**config.mk**
```make
export PLATFORM = sky130hd
export DESIGN_NAME = mem_port_arbiter_flat
export DESIGN_NICKNAME = d
export VERILOG_FILES = /design/src/rtl/mem_port_arbiter_if.sv /design/src/rtl/mem_port_arbiter.sv /design/src/flat_wrapper.sv
export SDC_FILE = /design/constraint.sdc
export NUM_CORES = 1
export LEC_CHECK = 0
export BUFFER_PORTS_ARGS = -buffer_cell sky130_fd_sc_hd__clkbuf_2
export CAP_MARGIN = 10
export CELL_PAD_IN_SITES_DETAIL_PLACEMENT = 0
export CELL_PAD_IN_SITES_GLOBAL_PLACEMENT = 2
export CORE_UTILIZATION = 27
export CTS_CLUSTER_SIZE = 40
export DETAILED_ROUTE_END_ITERATION = 8
export PLACE_DENSITY_LB_ADDON = 0.08
export SYNTH_ARGS = -nofsm -noshare
export SYNTH_HDL_FRONTEND = slang
export SYNTH_SLANG_ARGS = --single-unit
```
**constraint.sdc**
```tcl
create_clock -name clk -period 2.54 [get_ports clk]
set_clock_uncertainty 0.15 [all_clocks]
set_input_delay 0.127 -clock clk [delete_from_list [all_inputs] [get_ports clk]]
set_output_delay 0.127 -clock clk [all_outputs]
set_load 0.01 [all_outputs]
```
**src/rtl/mem_port_arbiter_if.sv**
```systemverilog
// Bundle of the fetch, data and shared-memory signals around mem_port_arbiter.
// slave is the arbiter's view; master is the requesters plus memory model side.
interface mem_port_arbiter_if #(
    parameter int AW = 16,
    parameter int DW = 16
);
    logic          if_req;
    logic [AW-1:0] if_addr;
    logic          if_ready;
    logic [DW-1:0] if_rdata;

    logic          d_re;
    logic          d_we;
    logic [AW-1:0] d_addr;
    logic [DW-1:0] d_wdata;
    logic          d_ready;
    logic [DW-1:0] d_rdata;

    logic          mem_re;
    logic          mem_we;
    logic [AW-1:0] mem_addr;
    logic [DW-1:0] mem_wdata;
    logic          mem_ack;
    logic [DW-1:0] mem_rdata;

    logic          stall;
    logic          err;

    modport slave (
        input  if_req, if_addr, d_re, d_we, d_addr, d_wdata, mem_ack, mem_rdata,
        output if_ready, if_rdata, d_ready, d_rdata,
        output mem_re, mem_we, mem_addr, mem_wdata, stall, err
    );

    modport master (
        output if_req, if_addr, d_re, d_we, d_addr, d_wdata, mem_ack, mem_rdata,
        input  if_ready, if_rdata, d_ready, d_rdata,
        input  mem_re, mem_we, mem_addr, mem_wdata, stall, err
    );
endinterface

```
**src/rtl/mem_port_arbiter.sv**
```systemverilog
// Arbitrates instruction fetch and data load/store onto one memory port, with a
// bounded data burst while fetch waits and a per-transaction ack timeout.
module mem_port_arbiter #(
    parameter int AW         = 16,
    parameter int DW         = 16,
    parameter int TIMEOUT    = 15,
    parameter int MAX_DBURST = 3
) (
    input logic               clk,
    input logic               rst,
    mem_port_arbiter_if.slave bus
);
    localparam int DCW = (MAX_DBURST < 1) ? 1 : $clog2(MAX_DBURST + 1);
    localparam logic [DCW-1:0] DC_MAX  = DCW'(MAX_DBURST);
    localparam logic [7:0]     TO_LAST = 8'(TIMEOUT - 1);

    typedef enum logic [1:0] {
        IDLE    = 2'd0,
        BUSY_IF = 2'd1,
        BUSY_D  = 2'd2
    } state_t;

    state_t          r_state;
    state_t          w_state_nxt;

    logic            r_if_ready;
    logic            r_d_ready;
    logic            r_err;
    logic            r_mem_re;
    logic            r_mem_we;
    logic [AW-1:0]   r_mem_addr;
    logic [DW-1:0]   r_mem_wdata;
    logic [DW-1:0]   r_if_rdata;
    logic [DW-1:0]   r_d_rdata;
    logic [DCW-1:0]  r_dcnt;
    logic [7:0]      r_wait;

    logic            w_d_req;
    logic            w_pulse;
    logic            w_grant_if;
    logic            w_grant_d;
    logic            w_done;
    logic            w_timeout;

    assign w_d_req = bus.d_re | bus.d_we;
    // A requester still sees its own request high during its ready cycle, so
    // no grant is made while a completion pulse is out.
    assign w_pulse = r_if_ready | r_d_ready;

    always_ff @(posedge clk or posedge rst) begin
        if (rst) begin
            r_state <= IDLE;
        end else begin
            r_state <= w_state_nxt;
        end
    end

    always_comb begin
        w_state_nxt = r_state;
        w_grant_if  = 1'b0;
        w_grant_d   = 1'b0;
        w_done      = 1'b0;
        w_timeout   = 1'b0;
        case (r_state)
            IDLE: begin
                if (!w_pulse) begin
                    if (w_d_req && (!bus.if_req || (r_dcnt < DC_MAX))) begin
                        w_grant_d   = 1'b1;
                        w_state_nxt = BUSY_D;
                    end else if (bus.if_req) begin
                        w_grant_if  = 1'b1;
                        w_state_nxt = BUSY_IF;
                    end
                end
            end
            BUSY_IF, BUSY_D: begin
                // ack takes priority over a timeout landing on the same edge
                if (bus.mem_ack) begin
                    w_done      = 1'b1;
                    w_state_nxt = IDLE;
                end else if (r_wait == TO_LAST) begin
                    w_timeout   = 1'b1;
                    w_state_nxt = IDLE;
                end
            end
            default: begin
                w_state_nxt = IDLE;
            end
        endcase
    end

    always_ff @(posedge clk or posedge rst) begin
        if (rst) begin
            r_if_ready  <= 1'b0;
            r_d_ready   <= 1'b0;
            r_err       <= 1'b0;
            r_mem_re    <= 1'b0;
            r_mem_we    <= 1'b0;
            r_mem_addr  <= '0;
            r_mem_wdata <= '0;
            r_if_rdata  <= '0;
            r_d_rdata   <= '0;
            r_dcnt      <= '0;
            r_wait      <= '0;
        end else begin
            r_if_ready <= 1'b0;
            r_d_ready  <= 1'b0;
            r_err      <= 1'b0;
            if (w_grant_d) begin
                r_mem_addr  <= bus.d_addr;
                r_mem_wdata <= bus.d_wdata;
                r_mem_we    <= bus.d_we;
                r_mem_re    <= bus.d_re & ~bus.d_we;
                r_wait      <= '0;
                if (bus.if_req && (r_dcnt < DC_MAX)) begin
                    r_dcnt <= r_dcnt + 1'b1;
                end
            end else if (w_grant_if) begin
                r_mem_addr  <= bus.if_addr;
                r_mem_wdata <= '0;
                r_mem_we    <= 1'b0;
                r_mem_re    <= 1'b1;
                r_wait      <= '0;
                r_dcnt      <= '0;
            end else if (w_done || w_timeout) begin
                r_mem_re <= 1'b0;
                r_mem_we <= 1'b0;
                r_err    <= w_timeout;
                // a timed-out transaction returns zero data
                if (r_state == BUSY_IF) begin
                    r_if_ready <= 1'b1;
                    r_if_rdata <= w_done ? bus.mem_rdata : '0;
                end else begin
                    r_d_ready <= 1'b1;
                    r_d_rdata <= w_done ? bus.mem_rdata : '0;
                end
            end else if (r_state != IDLE) begin
                r_wait <= r_wait + 8'd1;
            end
        end
    end

    assign bus.if_ready  = r_if_ready;
    assign bus.if_rdata  = r_if_rdata;
    assign bus.d_ready   = r_d_ready;
    assign bus.d_rdata   = r_d_rdata;
    assign bus.mem_re    = r_mem_re;
    assign bus.mem_we    = r_mem_we;
    assign bus.mem_addr  = r_mem_addr;
    assign bus.mem_wdata = r_mem_wdata;
    assign bus.err       = r_err;
    assign bus.stall     = (bus.if_req & ~r_if_ready) | (w_d_req & ~r_d_ready);

endmodule

```
**src/flat_wrapper.sv**
```systemverilog
// flat-port wrapper written by rule: the top's interface ports become plain ports
module mem_port_arbiter_flat 
#(
    parameter int AW         = 16,
    parameter int DW         = 16,
    parameter int TIMEOUT    = 15,
    parameter int MAX_DBURST = 3
)
  (clk, rst, bus_if_req, bus_if_addr, bus_d_re, bus_d_we, bus_d_addr, bus_d_wdata, bus_mem_ack, bus_mem_rdata, bus_if_ready, bus_if_rdata, bus_d_ready, bus_d_rdata, bus_mem_re, bus_mem_we, bus_mem_addr, bus_mem_wdata, bus_stall, bus_err);
  mem_port_arbiter_if #(.AW(AW), .DW(DW)) bus_i ();
  input logic clk;
  input logic rst;
  input wire logic [$bits(bus_i.if_req)-1:0] bus_if_req;
  input wire logic [$bits(bus_i.if_addr)-1:0] bus_if_addr;
  input wire logic [$bits(bus_i.d_re)-1:0] bus_d_re;
  input wire logic [$bits(bus_i.d_we)-1:0] bus_d_we;
  input wire logic [$bits(bus_i.d_addr)-1:0] bus_d_addr;
  input wire logic [$bits(bus_i.d_wdata)-1:0] bus_d_wdata;
  input wire logic [$bits(bus_i.mem_ack)-1:0] bus_mem_ack;
  input wire logic [$bits(bus_i.mem_rdata)-1:0] bus_mem_rdata;
  output wire logic [$bits(bus_i.if_ready)-1:0] bus_if_ready;
  output wire logic [$bits(bus_i.if_rdata)-1:0] bus_if_rdata;
  output wire logic [$bits(bus_i.d_ready)-1:0] bus_d_ready;
  output wire logic [$bits(bus_i.d_rdata)-1:0] bus_d_rdata;
  output wire logic [$bits(bus_i.mem_re)-1:0] bus_mem_re;
  output wire logic [$bits(bus_i.mem_we)-1:0] bus_mem_we;
  output wire logic [$bits(bus_i.mem_addr)-1:0] bus_mem_addr;
  output wire logic [$bits(bus_i.mem_wdata)-1:0] bus_mem_wdata;
  output wire logic [$bits(bus_i.stall)-1:0] bus_stall;
  output wire logic [$bits(bus_i.err)-1:0] bus_err;
  assign bus_i.if_req = bus_if_req;
  assign bus_i.if_addr = bus_if_addr;
  assign bus_i.d_re = bus_d_re;
  assign bus_i.d_we = bus_d_we;
  assign bus_i.d_addr = bus_d_addr;
  assign bus_i.d_wdata = bus_d_wdata;
  assign bus_i.mem_ack = bus_mem_ack;
  assign bus_i.mem_rdata = bus_mem_rdata;
  assign bus_if_ready = bus_i.if_ready;
  assign bus_if_rdata = bus_i.if_rdata;
  assign bus_d_ready = bus_i.d_ready;
  assign bus_d_rdata = bus_i.d_rdata;
  assign bus_mem_re = bus_i.mem_re;
  assign bus_mem_we = bus_i.mem_we;
  assign bus_mem_addr = bus_i.mem_addr;
  assign bus_mem_wdata = bus_i.mem_wdata;
  assign bus_stall = bus_i.stall;
  assign bus_err = bus_i.err;
  mem_port_arbiter #(.AW(AW), .DW(DW), .TIMEOUT(TIMEOUT), .MAX_DBURST(MAX_DBURST)) u_core (.clk(clk), .rst(rst), .bus(bus_i));
endmodule
```
==> results of run 1 <==
what timing repair did:
action                                 CTS  global route
endpoints found under the hold margin   77             0
hold buffers                            51             0
setup endpoints to repair                0             0
worst paths after layout:
kind,from,to,slack (ns)
setup / recovery,u_core.r_state[1],u_core.bus.mem_addr[5],0.24
hold / removal,bus_mem_rdata[8],u_core.bus.d_rdata[8],0.02
setup reg to reg,u_core.r_state[1],u_core.bus.mem_addr[5],0.24
hold reg to reg,u_core.bus.mem_addr[14],u_core.bus.mem_addr[14],0.33
max in group asynchronous,rst,u_core.bus.if_rdata[2],1.24
min in group asynchronous,rst,u_core.bus.mem_addr[3],0.29
metrics by stage:
| stage | total power [uW] | setup WS [ns] | util (%) |
|---|---|---|---|
| floorplan | 3430 | 0.136 | - |
| global route | 6240 | 0.0379 | 42.1 |
| detailed placement | 4360 | 0.253 | 35.6 |
| finish | 5820 | 0.237 | 42.1 |
| CTS | 5910 | 0.221 | 42.1 |
| global placement | 4340 | 0.296 | 35.6 |
power by group through the flow:
stage,Clock (uW),Combinational [uW],Sequential [uW]
global route,1550,2640,2050
floorplan,0,1270,2160
detailed placement,0,2370,1990
CTS,1510,2420,1990
global placement,0,2330,2000
finish,1450,2380,1990
final cells by class:
class / instances / area share (%)
Tap cell: 172 / 3.99
Timing Repair Buffer: 201 / 24.8
Multi-Input combinational cell: 189 / 27.1
Clock inverter: 5 / 1.60
Inverter: 7 / 0.510
Clock buffer: 11 / 4.49
Sequential cell: 81 / 37.5
layer usage:
metal	part of all wire, %	GRT usage, %	up-vias
met3	5.7	3.89	16
met1	47	18.7	1403
li1	-	-	1461
met4	2.1	7.63	0
met5	0	0	-
met2	45	24.8	102
cells in the mapped netlist, drive strengths merged, types with 3 or more instances:
cell | count | area [sq um]
dfrtp | 81 | 2030
or3 | 3 | 18.8
mux2i | 19 | 190
mux2 | 32 | 394
ha | 5 | 62.6
and3 | 16 | 100
a21oi | 8 | 40.0
or4 | 3 | 22.5
nand2b | 3 | 18.8
clkbuf | 11 | 41.3
nand3 | 8 | 40.0
o21ai | 21 | 105
buf | 7 | 50.0
nand2 | 28 | 105
a22o | 18 | 158
inv | 7 | 26.3
worst max-delay path, delay by kind of cell, from the launching register on:
kind / cells / cell delay (ns)
AO/OA/AOI/OAI: 1 / 0.11
adder cells (fa/ha/maj): 1 / 0.24
buffers and inverters: 3 / 0.51
flip-flops: 1 / 0.38
multiplexers: 1 / 0.22
AND/OR/NAND/NOR: 2 / 0.55
flip-flops by register name (all words and copies together) (netlist names), 2 cells and up:
| name | cells |
|---|---|
| u_core.bus.d_rdata | 16 |
| u_core.bus.if_rdata | 16 |
| u_core.r_dcnt | 2 |
| u_core.bus.mem_wdata | 16 |
| u_core.bus.mem_addr | 16 |
| u_core.r_state | 2 |
| u_core.r_wait | 8 |
kinds of logic (layout without fill, tap and decap cells):
group                    Yosys count  count (layout)
adder cells (fa/ha/maj)            5               5
buffers and inverters             25             224
AO/OA/AOI/OAI                     55              55
flip-flops                        81              81
AND/OR/NAND/NOR                   78              78
multiplexers                      51              51
==> results.toml, run 1 <==
[sta]
hold_violations = 0
rsz0062_at_grt = "false"
worstMarginPinSlew_ns = 0.816
maxSlewHeadroom_pct = 45.5
setup_tns_ns = 0
max_freq_mhz = 434
slew_violations = 0
period_minus_slack_ns = 2.30
finalSetupViolCount = 0
post-route-period-util_pct = 90.7
hold_ws_ns = 0.0168

[run]
drv_cap = 0

[synthesis]
syn_avg_cell_area_sq_um = 12.2
synth_flop_cell = "dfrtp_1"
yosysSeqAreaShare_pct = 56.3
ys_warn_count = 0
syn_area_sq_mm = 0.00360
ys_types = 40
synth_top_family_by_area = "multiplexers"
synth-simple-area-share_pct = 12.2
synth_enable_flop_cells = 0
synthArstFlopShare_pct = 100
synth-compound-area-share_pct = 10.2
synthCells = 295
synth_fa_ha_area_share_pct = 1.74
synth_mux_area_share_pct = 16.2
ys_seq_elements = 81
synthesis.nets = 370
synth_xor_area_share_pct = 0

[global_routing]
grt_pass1_wl_microns = 16300
grt_max_degree = 58
grt_pass1_vias = 3125
overflow = 0
antenna_found_initial = 0
gr-usage-all-layers_pct = 15.3

[finish]
mostFrequentLayoutCell = "clkbuf_2"
nFillCells = 1267
regArea_sq_mm = 0.00203
n_antenna_cell = 0
layout_common_cells = "clkbuf_2, dfrtp_1, dlygate4sd3_1"
nets = 564
final_cells = 666
layout-drive-gt1-share_pct = 41.1
postLayoutCellArea_sq_mm = 0.00540
multiInputGateArea_sq_mm = 0.00146
syn_to_final_growth_pct = 50.1

[worst_setup_path]
end_kind = "register"
crit_path_max_incr_delay_ns = 0.38
cp.arrival_ns = 2.36
worstPathRequired_ns = 2.60
setup.worst_path.class = "register to register"
r2r_cells = 8
critPathLaunchType = "register"
cp_cell_sequence = "inv_1 > ha_1 > nor3b_1 > buf_4 > nor2b_4 > buf_12 > mux2i_1 > o21ai_0"
cp_max_fo = 34
crit_slowest_cell = "dfrtp_1"

[place]
dp_hpwl_microns = 6470
placed_area_sq_mm = 0.00456
dp.cells = 599
place.gp.congestion = 0.734
io_buffers = 139

[detailed_routing]
antenna_left = 0
wl_microns = 9930
via_per_inst = 4.48
drt_iter0_drc = 130
vias = 2982
drtPass1Iterations = 4
drc_errors = 0
routedWlPerCell_microns = 14.9

[clocking]
cts_buffers = 9
htree_num_levels = 3
postCtsSetupBuffers = 0
tritoncts = "done"
clk_pin_slew_ns = 0.07
ctsResizeCount = 0
cts_num_sinks = 81
insertion_delay_ns = 0.34
clockRootBuffer = "clkbuf_16"
clk_path_buf_depth = 2

[floorplanning]
fp-row-count = 41
start_util_pct = 28.0
core_area_sq_mm = 0.0128
num_io_pins = 140
die_area_sq_mm = 0.0138
dieWidth_microns = 117
die_h_microns = 117

[power]
powerDensity_mw_per_mm2 = 1080
leakagePower_uw = 0.00280
power_frac_seq_pct = 34.1
p_int_uw = 3730
netSwitchingPower_uw = 2090
clkPwrFrac_pct = 24.9
ir_drop_mv = 0.508
switching_share_pct = 35.9
share_comb_of_total_power_pct = 40.9

[worst_hold_path]
min_path_type = "input port to register"
min_delay_path_depth = 3

[outcome]
status = "complete, no violations"
No activity file was read; power rests on OpenSTA's default activity.
==> run 2, diff against run 1 <==
--- a/config.mk
+++ b/config.mk
@@ -9,10 +9,11 @@
 export CAP_MARGIN = 10
 export CELL_PAD_IN_SITES_DETAIL_PLACEMENT = 0
 export CELL_PAD_IN_SITES_GLOBAL_PLACEMENT = 2
-export CORE_UTILIZATION = 27
+export CORE_UTILIZATION = 32
 export CTS_CLUSTER_SIZE = 40
 export DETAILED_ROUTE_END_ITERATION = 8
 export PLACE_DENSITY_LB_ADDON = 0.08
+export SLEW_MARGIN = 20
 export SYNTH_ARGS = -nofsm -noshare
 export SYNTH_HDL_FRONTEND = slang
 export SYNTH_SLANG_ARGS = --single-unit
==> constraint.sdc (replaced) <==
create_clock -name clk -period 2.8 [get_ports clk]
set_clock_uncertainty 0.15 [all_clocks]
set_input_delay 0.14 -clock clk [delete_from_list [all_inputs] [get_ports clk]]
set_output_delay 0.14 -clock clk [all_outputs]
set_load 0.01 [all_outputs]
==> run 2 against run 1 <==
Effect of this change: cell count decreased by 5.1%; critical path depth increased by 1; die area decreased by 15%; combinational power decreased by 9.2%; register-to-register slack got worse by 0.05 ns; sequential power decreased by 9%; non-clock buffer count decreased by 2; routed wire length decreased by 7.0%; first-iteration DRC count decreased by 55%; count of clock-buffer cells in the layout unchanged; utilization increased by 5.8 points; critical endpoint is now u_core.bus.mem_addr[2].
==> results.toml, run 2 (synthesis gave the netlist of run 1 again) <==
[power]
clkPwrFrac_pct = 19.7
power_frac_seq_pct = 36.7
powerDensity_mw_per_mm2 = 948
netSwitchingPower_uw = 1800
share_comb_of_total_power_pct = 43.6
leakagePower_uw = 0.00273
ir_drop_mv = 0.455
switching_share_pct = 36.5
p_int_uw = 3140

[detailed_routing]
via_per_inst = 4.70
drc_errors = 0
routedWlPerCell_microns = 14.6
drt_iter0_drc = 58
drtPass1Iterations = 4
wl_microns = 9230
vias = 2973
antenna_left = 0

[sta]
setup_tns_ns = 0
finalSetupViolCount = 0
max_freq_mhz = 383
worstMarginPinSlew_ns = 0.777
hold_violations = 0
slew_violations = 0
maxSlewHeadroom_pct = 48.1
rsz0062_at_grt = "false"
period_minus_slack_ns = 2.61
post-route-period-util_pct = 93.2

[clocking]
htree_num_levels = 3
clockRootBuffer = "clkbuf_8"
insertion_delay_ns = 0.35
postCtsSetupBuffers = 0
cts_num_sinks = 81
tritoncts = "done"
clk_path_buf_depth = 2
clk_pin_slew_ns = 0.09
cts_buffers = 9

[place]
io_buffers = 139
place.gp.congestion = 0.750
dp_hpwl_microns = 6190

[finish]
nets = 562
syn_to_final_growth_pct = 45.0
mostFrequentLayoutCell = "clkbuf_2"
layout_common_cells = "clkbuf_2, dfrtp_1, dlygate4sd3_1"
fin_util_pct = 47.9
layout-drive-gt1-share_pct = 40.9
n_antenna_cell = 0

[floorplanning]
num_io_pins = 140
die_area_sq_mm = 0.0117
core_area_sq_mm = 0.0109
fp-row-count = 38
die_h_microns = 108
start_util_pct = 33.0
dieWidth_microns = 108

[outcome]
status = "complete, no violations"

[worst_setup_path]
worstPathRequired_ns = 2.87
cp.arrival_ns = 2.68
critPathLaunchType = "register"
cp_max_fo = 21
setup.worst_path.class = "register to register"
end_kind = "register"

[global_routing]
gr-usage-all-layers_pct = 16.8
overflow = 0
grt_pass1_vias = 3088
antenna_found_initial = 0
grt_pass1_wl_microns = 15000
grt_max_degree = 46

[worst_hold_path]
min_path_type = "input port to register"

[run]
drv_cap = 0
==> run 2: cell count changes in the layout (fill, tap and decap cells not counted) <==
cell and change:
buf_8 +1, clkbuf_16 -9, buf_12 -3, inv_6 -1, inv_8 +1, clkinv_4 -1
clkbuf_8 +9, clkinvlp_4 +1
==> run 2: layer usage <==
metal,track usage (%),wire [microns]
met1,20.1,4010
met4,5.09,62
met3,4.58,563
met2,29.3,4600
met5,0,0
==> run 2: timing repair <==
action / 4_1_cts / 5_1_grt
gates resized for setup: 0 / 2
endpoints found under the hold margin: 78 / 0
endpoints found under the setup margin: 0 / 16
hold buffers: 51 / 0
==> run 2: layout make-up <==
class	instances	area, sq um
Sequential cell	81	2030
Tap cell	140	175
Fill cell	1005	5670
Multi-Input combinational cell	189	1460
Clock buffer	11	141
Clock inverter	5	87.6
Inverter	7	27.5
Timing Repair Buffer	199	1290
==> run 2: power groups by stage <==
stage | clock [uW] | combinational (uW) | sequential, uW
6_report | 973 | 2160 | 1810
5_1_grt | 1060 | 2410 | 1860
4_1_cts | 1010 | 2180 | 1820
3_5_place_dp | 0 | 2040 | 1820
3_3_place_gp | 0 | 2020 | 1820
2_1_floorplan | 0 | 1150 | 1960
==> run 2: critical path: stages (launching register included) <==
cell	delay, ns
dfrtp_1	0.40
inv_1	0.06
ha_1	0.24
nor3b_1	0.21
buf_4	0.17
nor2b_4	0.15
buf_8	0.22
mux2i_1	0.22
dlygate4sd3_1	0.57
o21ai_0	0.07
==> run 2: through the flow <==
step	cell area [sq um]	setup slack [ns]	hold slack [ns]	total power [uW]	std cells
3_5_place_dp	4470	0.357	0.157	3870	565
5_1_grt	5220	0.0277	0.0206	5320	632
2_1_floorplan	3600	0.396	0.123	3110	295
3_3_place_gp	4470	0.429	0.146	3850	565
6_report	5220	0.190	0.0340	4940	632
4_1_cts	5210	0.0858	0.0134	5010	632
==> run 2: path summary, 6_finish.rpt <==
kind	from	end	slack (ns)	cells after the start
max in group asynchronous	rst	u_core.bus.mem_addr[10]	1.40	4
worst min-delay path	bus_mem_rdata[9]	u_core.bus.if_rdata[9]	0.03	3
worst min register to register	u_core.bus.mem_addr[11]	u_core.bus.mem_addr[11]	0.33	2
worst max-delay path	u_core.r_state[0]	u_core.bus.mem_addr[2]	0.19	9
worst max register to register	u_core.r_state[0]	u_core.bus.mem_addr[2]	0.19	9
min in group asynchronous	rst	u_core.bus.mem_addr[6]	0.30	3
==> run 3, diff against run 2 <==
--- a/config.mk
+++ b/config.mk
@@ -5,11 +5,12 @@
 export SDC_FILE = /design/constraint.sdc
 export NUM_CORES = 1
 export LEC_CHECK = 0
+export ABC_AREA = 1
 export BUFFER_PORTS_ARGS = -buffer_cell sky130_fd_sc_hd__clkbuf_2
 export CAP_MARGIN = 10
 export CELL_PAD_IN_SITES_DETAIL_PLACEMENT = 0
 export CELL_PAD_IN_SITES_GLOBAL_PLACEMENT = 2
-export CORE_UTILIZATION = 32
+export CORE_UTILIZATION = 30
 export CTS_CLUSTER_SIZE = 40
 export DETAILED_ROUTE_END_ITERATION = 8
 export PLACE_DENSITY_LB_ADDON = 0.08
==> run 3 against run 2 <==
Effect of this change: global-route usage is 0.97 points higher; count of clock-buffer cells in the layout is 2 lower; clock power is 34% higher; worst setup slack better by 0.056 ns; cell area is 8.5% higher; via count is 22% higher; sequential share of layout area is 3.0 points lower; combinational power is 29% higher; register-to-register slack better by 0.06 ns; cell count is 27% higher; critical endpoint is now u_core.bus.mem_addr[8].
==> results.toml, run 3 <==
[worst_setup_path]
reg2reg_from = "u_core.r_state[1]"
cp_max_fo = 19
reg2reg_to = "u_core.bus.mem_addr[8]"
r2r_slack_ns = 0.25
end_kind = "register"
cp.arrival_ns = 2.63
r2r_cells = 9
critPathLaunchType = "register"
worstPathRequired_ns = 2.87
setup.worst_path.class = "register to register"

[floorplanning]
die_h_microns = 114
dieWidth_microns = 114
start_util_pct = 31.1
core_area_sq_mm = 0.0122
num_io_pins = 140
die_area_sq_mm = 0.0131
fp-row-count = 40

[clocking]
clockRootBuffer = "clkbuf_16"
clk_path_buf_depth = 2
clk_pin_slew_ns = 0.06
cts_buffers = 9
postCtsSetupBuffers = 0
tritoncts = "done"
htree_num_levels = 3
cts_num_sinks = 81
insertion_delay_ns = 0.34

[sta]
hold_violations = 0
rsz0062_at_grt = "false"
max_freq_mhz = 392
slew_violations = 0
setup_tns_ns = 0
period_minus_slack_ns = 2.55
maxSlewHeadroom_pct = 66.9
worstMarginPinSlew_ns = 0.494
post-route-period-util_pct = 91.2
finalSetupViolCount = 0

[worst_hold_path]
min_path_type = "input port to register"
min_delay_path_depth = 4
worstHoldStart = "bus_if_req"
min_to = "u_core.r_dcnt[1]"

[global_routing]
gr-usage-all-layers_pct = 17.8
overflow = 0
gr-usage-met2_pct = 28.0
use_met1_pct = 24.1
grt_max_degree = 82
grt-busiest-layer = "met2"
grt_pass1_wl_microns = 17700
antenna_found_initial = 0
grt_pass1_vias = 3437
gr-usage-met3_pct = 5.24

[synthesis]
synth_top_family_by_area = "simple AND/OR/NAND/NOR gates"
syn_area_sq_mm = 0.00378
synth-simple-area-share_pct = 28.8
synth_xor_area_share_pct = 0.232
synth.top_cells.by_area = "dfrtp_1, nand2_1, nand4_1, a22o_1, nor2_1"
synthCells = 421
yosysSeqAreaShare_pct = 53.6
synth_fa_ha_area_share_pct = 1.65
syn_avg_cell_area_sq_um = 8.98
synth_flop_cell = "dfrtp_1"
ys_types = 27
yosysTopAreaCell = "dfrtp_1"
synth_mux_area_share_pct = 0
synth-compound-area-share_pct = 9.20
synth_top_area_share_pct = 53.6
ys_seq_elements = 81
synthesis.nets = 496
synthArstFlopShare_pct = 100
synth_most_common_cell = "nand2_1"
synthTopCellsByCount = "nand2_1, dfrtp_1, nand4_1"
synth_enable_flop_cells = 0
ys_warn_count = 0

[outcome]
status = "complete, no violations"

[power]
leakagePower_uw = 0.00303
finalPower_uw = 6010
ir_drop_mv = 0.640
powerDensity_mw_per_mm2 = 1060

[place]
place.gp.congestion = 0.745
dp.cells = 716
io_buffers = 139
placed_area_sq_mm = 0.00463
dp_hpwl_microns = 7380

[finish]
mostFrequentLayoutCell = "clkbuf_2"
layout-drive-gt1-share_pct = 29.5
final_cells = 801
postLayoutCellArea_sq_mm = 0.00566
syn_to_final_growth_pct = 49.6
nFillCells = 1241
regArea_sq_mm = 0.00203
nets = 703
layout_common_cells = "clkbuf_2, nand2_1, dfrtp_1"
n_antenna_cell = 0
multiInputGateArea_sq_mm = 0.00152

[detailed_routing]
routedWlPerCell_microns = 14.1
drtPass1Iterations = 6
drc_errors = 0
wl_microns = 11300
drt_iter0_drc = 160
via_per_inst = 4.51
antenna_left = 0
vias = 3614

[run]
drv_cap = 0
-- run 3: cell types whose count changed after synthesis, moves of 9 or more --
| cell | previous run | this run |
|---|---|---|
| nor2_1 | 2 | 28 |
| nand2_1 | 28 | 129 |
| mux2_4 | 9 | 0 |
| nand4_1 | 2 | 35 |
| nand3_1 | 8 | 17 |
| inv_1 | 7 | 25 |
| a21oi_1 | 8 | 19 |
| and3_1 | 16 | 0 |
| mux2i_1 | 19 | 0 |
| mux2_2 | 23 | 0 |
-- run 3: cells by family (layout without fill, tap and decap cells) --
group	after synthesis	after routing
AND/OR/NAND/NOR	227	228
flip-flops	81	81
AO/OA/AOI/OAI	57	57
buffers and inverters	50	261
adder cells (fa/ha/maj)	5	5
XOR/XNOR	1	1
-- run 3: final cells by class --
type	instances	area share (%)
Clock inverter	7	1.81
Timing Repair Buffer	217	25.9
Clock buffer	9	3.98
Inverter	28	1.88
Tap cell	168	3.72
Sequential cell	81	35.8
Multi-Input combinational cell	291	26.8
-- run 3: power breakdown --
| group | switching [uW] | internal, uW |
|---|---|---|
| clock | 510 | 789 |
| combinational | 1600 | 1190 |
| sequential | 279 | 1640 |
| total | 2390 | 3630 |
-- run 3: worst max-delay path: stages (launching register included) --
cell and delay [ns]:
dfrtp_1 0.38, inv_1 0.08, ha_1 0.30, nand4_2 0.20
nor2_4 0.26, nor2_8 0.13, buf_4 0.23, nand2_1 0.07
o21ai_0 0.07, dlygate4sd3_1 0.56
-- run 3: how the worst max path moves through the flow --
stage                                 start                     end  slack [ns]  cells past startpoint
final                     u_core.r_state[1]  u_core.bus.mem_addr[8]        0.25                      9
after global routing      u_core.r_state[1]  u_core.bus.mem_addr[8]        0.04                      9
after CTS                  u_core.r_dcnt[0]  u_core.bus.mem_addr[3]        0.19                     10
after detailed placement   u_core.r_dcnt[0]  u_core.bus.if_rdata[7]        0.68                      9
after global placement     u_core.r_dcnt[0]  u_core.bus.if_rdata[9]        0.71                      9
after floorplan                         rst   u_core.bus.d_rdata[0]        0.43                      1
-- run 3: metrics by stage --
step / util (%) / setup slack (ns) / hold slack (ns)
floorplan: - / 0.430 / 0.130
global placement: 38.1 / 0.712 / 0.114
detailed placement: 38.1 / 0.681 / 0.119
CTS: 46.4 / 0.188 / 0.0465
global route: 46.5 / 0.0437 / 0.108
finish: 46.5 / 0.246 / 0.0551
-- run 3: metal layers --
layer / vias to the layer above / wire [microns]
li1: 1821 / -
met1: 1684 / 5530
met2: 103 / 5130
met3: 6 / 522
met4: 0 / 104
met5: - / 0
-- run 3: repair_timing --
item / 4_1_cts / 5_1_grt
hold buffers: 68 / 0
resized for setup: 0 / 1
endpoints found under the setup margin: 0 / 1
hold endpoints to repair: 148 / 0
